===== src/rtl/hazard_unit_pkg.sv =====
// Shared definitions for the hazard unit: state encodings, register constants
// and a small helper used by the dependency comparators.
package hazard_unit_pkg;

  localparam logic S_IDLE = 1'b0;
  localparam logic S_BUSY = 1'b1;

  localparam logic [4:0] REG_ZERO = 5'd0;

  localparam int STALL_CNT_W = 16;

  typedef enum logic {
    ST_IDLE = S_IDLE,
    ST_BUSY = S_BUSY
  } md_state_t;

  // Pipeline-register control bundle driven by the priority mux.
  typedef struct packed {
    logic pc_write;
    logic ifid_write;
    logic ifid_flush;
    logic idex_bubble;
  } pipe_ctrl_t;

  // A producer only creates a dependency when it really writes a register:
  // $zero is hardwired, so a load into r0 never blocks anything.
  function automatic logic reg_dep(input logic [4:0] dst, input logic [4:0] src);
    return (dst != REG_ZERO) && (dst == src);
  endfunction

endpackage


===== src/rtl/hazard_unit_md_timer.sv =====
// Busy-window tracker for the multi-cycle multiply/divide unit.
// A start loads the op latency; the counter then runs down to 1, and the
// cycle at count 1 is the HI/LO write cycle (done).
module md_timer
  import hazard_unit_pkg::*;
#(
  parameter int MULT_CYCLES = 4,
  parameter int DIV_CYCLES  = 32
) (
  input  logic clk,
  input  logic rst_n,
  input  logic start,
  input  logic is_div,
  output logic busy,
  output logic done
);

  localparam int CW = $clog2(DIV_CYCLES + 1);

  localparam logic [CW-1:0] MULT_LOAD = CW'(MULT_CYCLES);
  localparam logic [CW-1:0] DIV_LOAD  = CW'(DIV_CYCLES);
  localparam logic [CW-1:0] CNT_ONE   = CW'(1);
  localparam logic [CW-1:0] CNT_TWO   = CW'(2);

  md_state_t       state;
  logic [CW-1:0]   count;
  logic [CW-1:0]   load_val;

  assign load_val = is_div ? DIV_LOAD : MULT_LOAD;

  // FSM, down-counter and registered busy/done; done is precomputed one
  // cycle ahead so it is high exactly while the count sits at 1.
  always_ff @(posedge clk or negedge rst_n) begin
    if (!rst_n) begin
      state <= ST_IDLE;
      count <= '0;
      busy  <= 1'b0;
      done  <= 1'b0;
    end else begin
      case (state)
        ST_IDLE: begin
          if (start) begin
            state <= ST_BUSY;
            count <= load_val;
            busy  <= 1'b1;
            done  <= (load_val == CNT_ONE);
          end
        end
        ST_BUSY: begin
          if (count == CNT_ONE) begin
            state <= ST_IDLE;
            count <= '0;
            busy  <= 1'b0;
            done  <= 1'b0;
          end else begin
            count <= count - CNT_ONE;
            done  <= (count == CNT_TWO);
          end
        end
        default: begin
          state <= ST_IDLE;
          count <= '0;
          busy  <= 1'b0;
          done  <= 1'b0;
        end
      endcase
    end
  end

endmodule


===== src/rtl/hazard_unit.sv =====
// Stall/flush controller for the five-stage pipeline. Detects load-use and
// multiply/divide result hazards, applies taken-branch flushes, and counts
// stall cycles. The mul/div busy window lives in md_timer.
module hazard_unit
  import hazard_unit_pkg::*;
#(
  parameter int MULT_CYCLES = 4,
  parameter int DIV_CYCLES  = 32
) (
  input  logic        clk,
  input  logic        rst_n,
  input  logic [4:0]  id_rs,
  input  logic [4:0]  id_rt,
  input  logic        id_uses_rt,
  input  logic        ex_memread,
  input  logic [4:0]  ex_rd,
  input  logic        id_md_start,
  input  logic        id_md_div,
  input  logic        id_hilo_read,
  input  logic        branch_taken,
  output logic        pc_write,
  output logic        ifid_write,
  output logic        ifid_flush,
  output logic        idex_bubble,
  output logic        md_busy,
  output logic        md_done,
  output logic [15:0] stall_cnt
);

  logic       load_use;
  logic       md_hazard;
  logic       md_accept;
  pipe_ctrl_t ctrl;

  assign load_use  = ex_memread &&
                     (reg_dep(ex_rd, id_rs) || (id_uses_rt && reg_dep(ex_rd, id_rt)));

  // A new mul/div must also wait: it would overwrite HI/LO of the op in flight.
  assign md_hazard = md_busy && (id_hilo_read || id_md_start);

  // The start only counts once the instruction actually leaves ID.
  assign md_accept = id_md_start && !branch_taken && !md_hazard && !load_use;

  // Priority mux: branch flush beats any stall, stalls beat normal flow.
  always_comb begin
    ctrl = '{pc_write: 1'b1, ifid_write: 1'b1, ifid_flush: 1'b0, idex_bubble: 1'b0};
    if (branch_taken) begin
      ctrl = '{pc_write: 1'b1, ifid_write: 1'b1, ifid_flush: 1'b1, idex_bubble: 1'b1};
    end else if (md_hazard || load_use) begin
      ctrl = '{pc_write: 1'b0, ifid_write: 1'b0, ifid_flush: 1'b0, idex_bubble: 1'b1};
    end
  end

  assign pc_write    = ctrl.pc_write;
  assign ifid_write  = ctrl.ifid_write;
  assign ifid_flush  = ctrl.ifid_flush;
  assign idex_bubble = ctrl.idex_bubble;

  md_timer #(
    .MULT_CYCLES (MULT_CYCLES),
    .DIV_CYCLES  (DIV_CYCLES)
  ) u_md_timer (
    .clk    (clk),
    .rst_n  (rst_n),
    .start  (md_accept),
    .is_div (id_md_div),
    .busy   (md_busy),
    .done   (md_done)
  );

  logic [STALL_CNT_W-1:0] stall_cnt_q;

  // Saturating stall-cycle counter: holds at all-ones instead of wrapping.
  always_ff @(posedge clk or negedge rst_n) begin
    if (!rst_n) begin
      stall_cnt_q <= '0;
    end else if (!pc_write && (stall_cnt_q != {STALL_CNT_W{1'b1}})) begin
      stall_cnt_q <= stall_cnt_q + 1'b1;
    end
  end

  assign stall_cnt = stall_cnt_q;

endmodule

===== config.mk =====
export PLATFORM = sky130hd
export DESIGN_NAME = hazard_unit
export DESIGN_NICKNAME = d
export VERILOG_FILES = /design/src/rtl/hazard_unit_pkg.sv /design/src/rtl/hazard_unit_md_timer.sv /design/src/rtl/hazard_unit.sv
export SDC_FILE = /design/constraint.sdc
export NUM_CORES = 1
export LEC_CHECK = 0
export CAP_MARGIN = 10
export CORE_MARGIN = 4
export CORE_UTILIZATION = 25
export CTS_CLUSTER_SIZE = 28
export DETAILED_ROUTE_END_ITERATION = 10
export HOLD_SLACK_MARGIN = 0.05
export PLACE_DENSITY_LB_ADDON = 0.25
export SYNTH_ARGS = -nofsm -noshare
export SYNTH_HDL_FRONTEND = slang
export SYNTH_SLANG_ARGS = --single-unit

===== constraint.sdc =====
create_clock -name clk -period 4.4 [get_ports clk]
set_input_delay 0.44 -clock clk [delete_from_list [all_inputs] [get_ports clk]]
set_output_delay 0.44 -clock clk [all_outputs]
set_load 0.01 [all_outputs]

==> flow_summary_export.csv <==
group,metric,value,unit
outcome,outcome,"finished clean",
timing,slew_violations,0,
global_route,grt_pass1_wl,6270,um
global_route,grt_max_degree,26,
logic_synthesis,avgSynthCellArea,9.81,um2
final_layout,fin_nets,228,
critical_path,end_kind,"output port",
timing,period_needed,3.14,ns
clocking,post_cts_resized,0,
pwr,switchingPower,199,uW
clocking,clockBufferDepth,2,
route,drt_iter0_drc,62,
logic_synthesis,synthCells,153,
logic_synthesis,synth-seq-cells,25,
pwr,p_int,436,uW
clocking,cts_tree,"built",
pwr,pwr-share-seq,47.7,%
final_layout,n_antenna_cell,0,
global_route,overflow,0,
job,drv_cap,0,
floorplan,num_rows,27,
pwr,p_leak,0.858,nW
critical_path,cp.arrival,2.70,ns
logic_synthesis,ys_types,38,
route,drt-total-wl,3510,um
timing,finalSetupViolations,0,
critical_path,r2r-start,"stall_cnt[0]$_DFFE_PN0P_",
placed_design,gp_congestion,0.750,
final_layout,syn2layout_area_growth,37.9,%
placed_design,dp_hpwl,2710,um
min_path,min_path_cells,1,
min_path,hold_path_startpoint,"stall_cnt[13]$_DFFE_PN0P_",
logic_synthesis,synthArstFlopShare,100,%
floorplan,io_pins,45,
floorplan,core,5680,um2
logic_synthesis,yosysSeqAreaShare,41.7,%
route,ant_nets,0,
final_layout,nFillCells,588,
route,detail_route.wl_per_cell,12.9,um
critical_path,crit_type,"input pin to output port",
floorplan,die-area,7310,um2
clocking,clkTransAtPathRegs,0.09,ns
global_route,grt_pass1_vias,1325,
min_path,min_path_type,"flip-flop to flip-flop",
critical_path,cp-start-kind,"input pin",
route,vias_per_cell,4.60,
floorplan,die_w,85.5,um
clocking,cts_sinks,25,
critical_path,crit_top_cell,"clkdlybuf4s50_1",
route,first_pass_iters,4,
critical_path,r2r_cells,7,
critical_path,crit_path_top_delay_cell,"clkdlybuf4s50_1",
min_path,whs_endpoint,"stall_cnt[13]$_DFFE_PN0P_",
pwr,p_per_area,307,nW/um2
global_route,antenna_found_initial,0,
pwr,total_power,635,uW
clocking,htree_levels,1,
clocking,root_buffer,"clkbuf_8",
logic_synthesis,synthFlopType,"dfrtp_1",
timing,maxSlewHeadroom,58.4,%
clocking,cts_buffers,3,
global_route,grtUsageTotal,10.5,%
logic_synthesis,synthesis.nets,180,
placed_design,dp_slack,1.25,ns
critical_path,worstReg2RegEnd,"stall_cnt[6]$_DFFE_PN0P_",
critical_path,cp_cell_sequence,"clkdlybuf4s50_1 > or4_1 > o21ai_2 > nor2_2 > a21oi_4 > clkdlybuf4s50_1",
timing,rsz0062_at_grt,"no",
timing,whs,0.492,ns
critical_path,slowest_delay,0.63,ns
timing,post-route-period-util,71.4,%
final_layout,drive_above_1_share,10.0,%
floorplan,initial_core_util,26.5,%
pwr,swShare,31.4,%
floorplan,die_y,85.5,um
route,num_vias,1251,
timing,fin_ws,1.26,ns
logic_synthesis,synth-edff-count,0,
pwr,p_clk_share,21.9,%
logic_synthesis,synth_warnings,0,
critical_path,cp.required,3.96,ns
clocking,worstSkewPairLatency,0.27,ns
timing,worst_pin_slew,0.618,ns
critical_path,worstPathMaxFanout,8,
pwr,p_comb_share,30.4,%
timing,max_freq,318,MHz
placed_design,port_buffers,44,
timing,finalSetupTns,0,ns
timing,timing.final.hold_violations,0,
critical_path,worst-r2r-setup-slack,2.47,ns
logic_synthesis,synth_area,1500,um2
clocking,cts_setup_buffers,0,
route,drc,0,
timing,skew,0.00384,ns
clocking,ctsHoldBuffers,0,
pwr,peakVddDrop,0.000214,V
[area by class of cell]
class | count | area, um2 | area share [%]
well taps | 72 | 90.1 | 4.35
flip-flops and latches | 25 | 626 | 30.2
inverters | 9 | 33.8 | 1.63
clock buffers | 3 | 41.3 | 1.99
multi-input cells | 117 | 827 | 39.9
repair buffers | 45 | 448 | 21.6
clock inverters | 1 | 5.00 | 0.242
[power groups by stage]
stage          combinational [mW]  clock [mW]  sequential (mW)
4_1_cts                     0.197       0.148            0.303
6_report                    0.193       0.139            0.303
3_5_place_dp                0.196           0            0.305
2_1_floorplan              0.0741           0            0.314
5_1_grt                     0.213       0.157            0.309
3_3_place_gp                0.194           0            0.308
[state kept, by name (all words and copies together), names as in the netlist]
name              flops
stall_cnt            16
u_md_timer.busy       1
u_md_timer.state      1
u_md_timer.count      6
u_md_timer.done       1
[critical path, delay by kind of cell]
| kind | cells | cell delay, ns |
|---|---|---|
| buf+inv | 2 | 1.10 |
| simple gates | 2 | 0.64 |
| compound gates | 2 | 0.51 |
[worst max-delay path by stage]
stage / start / to / slack (ns) / depth (start not counted)
2_1_floorplan: ex_rd[1] / pc_write / 2.30 / 5
3_3_place_gp: ex_rd[1] / pc_write / 1.31 / 6
3_5_place_dp: ex_rd[1] / pc_write / 1.25 / 6
4_1_cts: ex_rd[1] / pc_write / 1.25 / 6
5_1_grt: ex_rd[1] / pc_write / 1.17 / 6
6_report: ex_rd[1] / pc_write / 1.26 / 6
[kinds of logic after synthesis]
family	Yosys count	synth area share, %
compound gates	20	10.3
xor+xnor	24	14.0
fa+ha+maj	4	3.33
buf+inv	11	3.25
flops	25	41.7
mux	7	5.75
simple gates	62	21.7
[layout by cell type, fill, tap and decap left out, types with 4 or more instances in the layout]
cell type | netlist | routed
nand3_1 | 9 | 9
o21ai_0 | 6 | 6
clkdlybuf4s50_1 | 0 | 44
nand2_1 | 14 | 14
dfrtp_1 | 25 | 25
inv_1 | 9 | 9
xor2_1 | 8 | 8
nor2_1 | 10 | 10
nor3_1 | 9 | 9
ha_1 | 4 | 4
nand4_1 | 4 | 4
xnor2_1 | 16 | 16
[metal layers]
layer	vias up	global-route usage [%]	wire length (um)
li1	629	-	-
met3	4	2.79	119
met1	597	13.6	1690
met2	21	17.5	1690
met4	0	2.16	23
met5	-	0	0
[synthesized netlist by cell type (2+ instances only)]
master,number,share of area [%]
nand4_1,4,1.7
mux2i_1,3,2.0
nand2_1,14,3.5
xor2_1,8,4.7
buf_4,2,1.0
nand3_1,9,3.0
or3_1,2,0.83
xnor2_1,16,9.3
nor2_2,2,0.83
nor2_1,10,2.5
nand2b_1,2,0.83
a21oi_1,2,0.67
o21ai_0,6,2.0
nor3_1,9,3.0
o2bb2ai_1,2,1.2
mux2_4,3,3.0
dfrtp_1,25,42
and3_1,2,0.83
ha_1,4,3.3
nor3_2,2,1.3
inv_1,9,2.2
[stage by stage]
step	utilization, %	area (um2)	std cells
detailed placement	35.7	2020	268
floorplan	-	1500	153
CTS	36.5	2070	272
global placement	35.7	2020	268
finish	36.5	2070	272
global route	36.5	2070	272
No activity file was read; power rests on OpenSTA's default activity.
